File: config.mk
export PLATFORM = sky130hd
export DESIGN_NAME = sram_retention_ctrl
export DESIGN_NICKNAME = d
export VERILOG_FILES = /design/src/rtl/sram_ret_pkg.sv /design/src/rtl/sram_ret_bank_fsm.sv /design/src/rtl/sram_retention_ctrl.sv
export SDC_FILE = /design/constraint.sdc
export NUM_CORES = 1
export LEC_CHECK = 0
export BUFFER_PORTS_ARGS = -buffer_cell sky130_fd_sc_hd__buf_2
export CAP_MARGIN = 20
export CORE_UTILIZATION = 25
export DETAILED_ROUTE_END_ITERATION = 16
export GPL_TIMING_DRIVEN = 0
export SLEW_MARGIN = 10
export SYNTH_ARGS = -nofsm -noshare
export SYNTH_HDL_FRONTEND = slang
export SYNTH_HIERARCHICAL = 1
export SYNTH_SLANG_ARGS = --single-unit
File: constraint.sdc
create_clock -name clk_i -period 1.6 [get_ports clk_i]
set_input_delay 0.24 -clock clk_i [delete_from_list [all_inputs] [get_ports clk_i]]
set_output_delay 0.24 -clock clk_i [all_outputs]
set_load 0.05 [all_outputs]
File: src/rtl/sram_ret_pkg.sv
// Shared types for the per-bank SRAM retention controller.
// Holds the bank FSM state encoding and the counter-width helper.
package sram_ret_pkg;

    typedef enum logic [1:0] {
        ACTIVE = 2'd0,
        RET    = 2'd1,
        WAKE   = 2'd2
    } sram_ret_state_e;

    // One counter serves both the idle count and the wake countdown, so it must hold the larger span.
    function automatic int unsigned ret_cnt_width(input int unsigned idle_cycles,
                                                  input int unsigned wake_cycles);
        int unsigned span;
        span = (idle_cycles > wake_cycles) ? idle_cycles : wake_cycles;
        return $clog2(span + 1);
    endfunction

endpackage

File: src/rtl/sram_ret_bank_fsm.sv
// Retention FSM for a single SRAM bank: ACTIVE -> RET on idle/force, RET -> WAKE -> ACTIVE on demand.
// The shared counter tracks idle cycles in ACTIVE and the remaining wake time in WAKE.
module sram_ret_bank_fsm
    import sram_ret_pkg::*;
#(
    parameter int unsigned IdleCycles = 64,
    parameter int unsigned WakeCycles = 4
) (
    input  logic clk_i,
    input  logic rst_ni,
    input  logic ret_en_i,
    input  logic force_ret_i,
    input  logic bank_req_i,
    output logic bank_gnt_o,
    output logic mem_req_o,
    output logic set_retentive_no,
    output logic bank_ret_o
);

    localparam int unsigned    CntW    = ret_cnt_width(IdleCycles, WakeCycles);
    localparam logic [CntW-1:0] IdleMax = CntW'(IdleCycles - 1);
    localparam logic [CntW-1:0] WakeMax = CntW'(WakeCycles - 1);

    sram_ret_state_e state_q, state_d;
    logic [CntW-1:0] cnt_q, cnt_d;

    always_ff @(posedge clk_i) begin
        if (!rst_ni) begin
            state_q <= ACTIVE;
            cnt_q   <= '0;
        end else begin
            state_q <= state_d;
            cnt_q   <= cnt_d;
        end
    end

    always_comb begin
        state_d = state_q;
        cnt_d   = cnt_q;
        case (state_q)
            ACTIVE: begin
                if (bank_req_i) begin
                    cnt_d = '0;
                end else if (force_ret_i || (ret_en_i && (cnt_q == IdleMax))) begin
                    state_d = RET;
                    cnt_d   = '0;
                end else if (cnt_q != IdleMax) begin
                    // Saturate so a later ret_en_i rise enters retention immediately.
                    cnt_d = cnt_q + 1'b1;
                end
            end
            RET: begin
                if (!force_ret_i && (bank_req_i || !ret_en_i)) begin
                    state_d = WAKE;
                    cnt_d   = WakeMax;
                end
            end
            WAKE: begin
                if (cnt_q == '0) begin
                    state_d = ACTIVE;
                    cnt_d   = '0;
                end else begin
                    cnt_d = cnt_q - 1'b1;
                end
            end
            default: begin
                state_d = ACTIVE;
                cnt_d   = '0;
            end
        endcase
    end

    always_comb begin
        bank_gnt_o       = 1'b0;
        mem_req_o        = 1'b0;
        set_retentive_no = 1'b1;
        bank_ret_o       = 1'b0;
        case (state_q)
            ACTIVE: begin
                bank_gnt_o = bank_req_i;
                mem_req_o  = bank_req_i;
            end
            RET: begin
                set_retentive_no = 1'b0;
                bank_ret_o       = 1'b1;
            end
            default: ;
        endcase
    end

endmodule

File: src/rtl/sram_retention_ctrl.sv
// Per-bank retention controller sitting between bus requesters and the sram_wrapper banks.
// Each bank runs an independent FSM; only ret_en_i is common to all of them.
module sram_retention_ctrl
    import sram_ret_pkg::*;
#(
    parameter int unsigned NumBanks   = 2,
    parameter int unsigned IdleCycles = 64,
    parameter int unsigned WakeCycles = 4
) (
    input  logic                clk_i,
    input  logic                rst_ni,
    input  logic                ret_en_i,
    input  logic [NumBanks-1:0] force_ret_i,
    input  logic [NumBanks-1:0] bank_req_i,
    output logic [NumBanks-1:0] bank_gnt_o,
    output logic [NumBanks-1:0] mem_req_o,
    output logic [NumBanks-1:0] set_retentive_no,
    output logic [NumBanks-1:0] bank_ret_o
);

    for (genvar b = 0; b < NumBanks; b++) begin : g_bank
        sram_ret_bank_fsm #(
            .IdleCycles(IdleCycles),
            .WakeCycles(WakeCycles)
        ) u_fsm (
            .clk_i           (clk_i),
            .rst_ni          (rst_ni),
            .ret_en_i        (ret_en_i),
            .force_ret_i     (force_ret_i[b]),
            .bank_req_i      (bank_req_i[b]),
            .bank_gnt_o      (bank_gnt_o[b]),
            .mem_req_o       (mem_req_o[b]),
            .set_retentive_no(set_retentive_no[b]),
            .bank_ret_o      (bank_ret_o[b])
        );
    end

endmodule

==> run summary <==
SYNTHESIS
----------------------------------------------------------------------------------
Proportion of synthesized chip area in sequential cells                      23.8%
Cell area after synthesis                                                1520 um^2
Seq cells post-synth                                                            18
Cell count after synthesis                                                     200
Mapped Nets                                                                    213
Share of the synthesized area in the top cell type                           23.8%
Synth cell types                                                                41
Biggest area contributors in the synthesized netlist                  sky130_fd_sc_hd__dfxtp_1 24%, sky130_fd_sc_hd__o21ai_0 5.9%, sky130_fd_sc_hd__nor2_1 5.9%
Leading area contributor after synthesis                              sky130_fd_sc_hd__dfxtp_1
Total number of yosys warnings                                                   6
Synthesized area per cell                                                7.58 um^2

DIE
----------------------------------------------------------------------------------
Starting density of the core                                                 25.8%
I/O pin cnt                                                                     15
Area of the core                                                         5890 um^2
Horizontal die dimension                                                   79.9 um
Number of core rows                                                             28
Area of the die                                                          6380 um^2
Die outline height                                                         79.9 um

CRITICAL PATH
----------------------------------------------------------------------------------
Highest net fanout along the worst path                                          7
Buffers plus inverters on the worst setup path                                   1
Cell family with most CP delay                                        simple AND/OR/NAND/NOR gates
Critical path, cell by cell                                           or4_4 > nor4b_4 > buf_4 > nor2_4 > a21boi_2 > o21ai_1
Category of the critical setup timing path                              reg -> reg
Crit path capture type                                                    register
Worst path arrival time                                                    2.03 ns
Biggest cell delay along the critical path                                 0.57 ns
Req. time, crit path                                                       1.79 ns
Worst Setup Start Kind                                                    register
Master of the slowest instance on the critical path                   sky130_fd_sc_hd__or4_4

TIMING
----------------------------------------------------------------------------------
Final critical path time including I/O delays and setup                    1.85 ns
Worst-margin pin slew                                                     0.535 ns
Total Neg Setup Slack                                                     -2.36 ns
Post-route fraction of the period consumed by the critical path               115%
Maximum achievable frequency                                               541 MHz
Hold Vio Cnt, Final                                                              0
# setup viols final                                                             14
Unrepaired setup endpoints after global routing                                yes
Worst setup slack after layout                                           -0.247 ns
Relative slew slack                                                          64.3%
Worst clock skew on the final layout                                    0.00226 ns
Final Slew Violations                                                            0

FINAL LAYOUT
----------------------------------------------------------------------------------
Multi-input gate area                                                    1220 um^2
Signed area change from the synthesized netlist to the final layout          31.5%
Number of cells in the finished layout apart from fillers                      298
Area used by sequential logic in the layout                               383 um^2
Final Cell Area                                                          1990 um^2
Filler Cell Count                                                              604
Most common cell after layout, fill and taps aside                    sky130_fd_sc_hd__nor2_1
Final net count                                                                238
Commonest cells after routing, fill and taps aside                    22 x sky130_fd_sc_hd__nor2_1, 18 x sky130_fd_sc_hd__buf_4, 14 x sky130_fd_sc_hd__nand2_1
Fraction of final layout cells with drive strength greater than 1            34.5%
Number of diodes                                                                 0

CLOCK NETWORK
----------------------------------------------------------------------------------
Cell at the root of the clock tree                                    sky130_fd_sc_hd__clkbuf_8
Count of hold-fix buffers inserted at cts                                        0
Worst-path clk slew                                                        0.07 ns
TritonCTS clock tree                                                         built
Clock sink count                                                                18
Buffer levels on the longest clock path                                          2
TritonCTS Buffers                                                                3
Max H-tree Level                                                                 1
Worst-Skew Late Latency                                                    0.25 ns

DRT
----------------------------------------------------------------------------------
Number of DRC markers after the initial detailed-route iteration               114
Via count                                                                     1603
Number of nets with antenna violations after detailed routing                    0
Final routed DRC violation total                                                 0
Routed wire length                                                         4.16 mm
First-pass iteration count of the detailed router                                4
Routed len/inst                                                            14.0 um
Vias/cell                                                                     5.38

PLACED DESIGN
----------------------------------------------------------------------------------
Global placement routability congestion                                      0.822
Number of buffers added on ports                                                14
Cell area after placement                                                1740 um^2
Dpl cells                                                                      289
Final HPWL DP                                                              2.84 mm

POWER AND IR DROP
----------------------------------------------------------------------------------
Combinational share of power                                                 31.4%
Share of total power in sequential cells                                     41.5%
Net switching power                                                       0.423 mW
Sw Share                                                                     35.1%
Total leakage power                                                       0.737 nW
VDD IR-drop max                                                           0.334 mV
Clock Power Share                                                            27.1%
Power density relative to cell area                                    605 nW/um^2
Power Total                                                                1.21 mW
Internal power component                                                  0.783 mW

GRT
----------------------------------------------------------------------------------
Overall routing resource usage                                               13.5%
Pin count of the biggest net entering global routing                            11
Remaining global-route overflow                                                  0
Global-route wire length before repair                                     6.93 mm
Antenna violations before repair                                                 0
Number of global-route vias before repair                                     1428

MIN PATH
----------------------------------------------------------------------------------
Worst hold path class                                                    in -> reg

JOB
----------------------------------------------------------------------------------
Max capacitance violation total                                                  0

STATUS
----------------------------------------------------------------------------------
Violations in the final reports                                       setup timing
Status                                                                finished, violations left

[stage by stage]
stage	utilization [%]	hold WS, ns	setup WS (ns)
floorplan	-	0.417	-0.141
global placement	29.5	0.537	-0.359
detailed placement	29.5	0.538	-0.348
CTS	32.6	0.277	-0.155
global route	33.9	0.292	-0.294
finish	33.9	0.280	-0.247
[state kept, by name, indices dropped and copies added, names as in the netlist]
name / cells
g_bank.u_fsm/state_q: 4
g_bank.u_fsm/cnt_q: 14
[cell families (layout without fill, tap and decap cells)]
family | Yosys count | count (layout) | synth area share, %
flip-flops | 18 | 18 | 23.8
adder cells (fa/ha/maj) | 6 | 6 | 4.95
multiplexers | 2 | 2 | 1.32
AND/OR/NAND/NOR | 84 | 84 | 31.8
buffers and inverters | 22 | 45 | 7.10
AO/OA/AOI/OAI | 68 | 68 | 31.0
[final cells by class]
cell class | instances | share of cell area (%)
inverters | 8 | 1.51
multi-input cells | 160 | 61.4
well taps | 75 | 4.71
clock buffers | 3 | 2.07
repair buffers | 30 | 9.97
plain buffers | 4 | 1.13
flip-flops and latches | 18 | 19.2
[cell usage after synthesis (all sizes together)]
master and number:
o311ai 2, o21a 2, buf 8, a311oi 2, nor2 26, nand3 6, o22ai 8, a221o 2
o21ai 20, nand4b 4, or4 4, nor2b 4, a31oi 6, nor4 6, o22a 2, a211oi 2
a31o 4, nand2 16, nand2b 2, o32ai 2, ha 6, and3 2, inv 8, o211a 4
nor3b 4, nor4b 2, nor3 2, a21oi 6, dfxtp 18, or3 4, clkbuf 6, nand4 2
mux2i 2, a21boi 6
[worst register-to-register path: cells and delay by family (launching register included)]
kind | cells | cell delay, ns
AND/OR/NAND/NOR | 3 | 0.96
flip-flops | 1 | 0.35
AO/OA/AOI/OAI | 2 | 0.28
buffers and inverters | 1 | 0.19
[final timing paths]
| path | startpoint | endpoint | slack, ns | depth (start not counted) |
|---|---|---|---|---|
| worst max register to register | g_bank[0].u_fsm/state_q[1] | g_bank[0].u_fsm/cnt_q[3] | -0.25 | 6 |
| worst min-delay path | rst_ni | g_bank[0].u_fsm/cnt_q[5] | 0.28 | 3 |
| worst max-delay path | g_bank[0].u_fsm/state_q[1] | g_bank[0].u_fsm/cnt_q[3] | -0.25 | 6 |
| worst min register to register | g_bank[1].u_fsm/cnt_q[1] | g_bank[1].u_fsm/cnt_q[1] | 0.54 | 2 |
[repair_timing]
action	in CTS	in global routing
endpoints found under the setup margin	16	16
pin swaps	14	13
setup buffers	14	2
resized for setup	30	15
[per-layer routing]
metal	vias up	track usage, %	share of wire (%)	wire (um)
met4	0	5.54	1.6	68
met1	756	18.6	48	2000
met5	-	0	0	0
li1	803	-	-	-
met2	40	21.6	47	1960
met3	4	1.14	3.2	134
[power by group through the flow]
stage | clock, mW | combinational (mW) | sequential (mW)
after floorplan | 0 | 0.266 | 0.499
after global placement | 0 | 0.333 | 0.507
after detailed placement | 0 | 0.336 | 0.507
after CTS | 0.342 | 0.360 | 0.498
after global routing | 0.372 | 0.411 | 0.505
final | 0.327 | 0.379 | 0.501
Note: power is estimated with default switching activity, not from simulation.
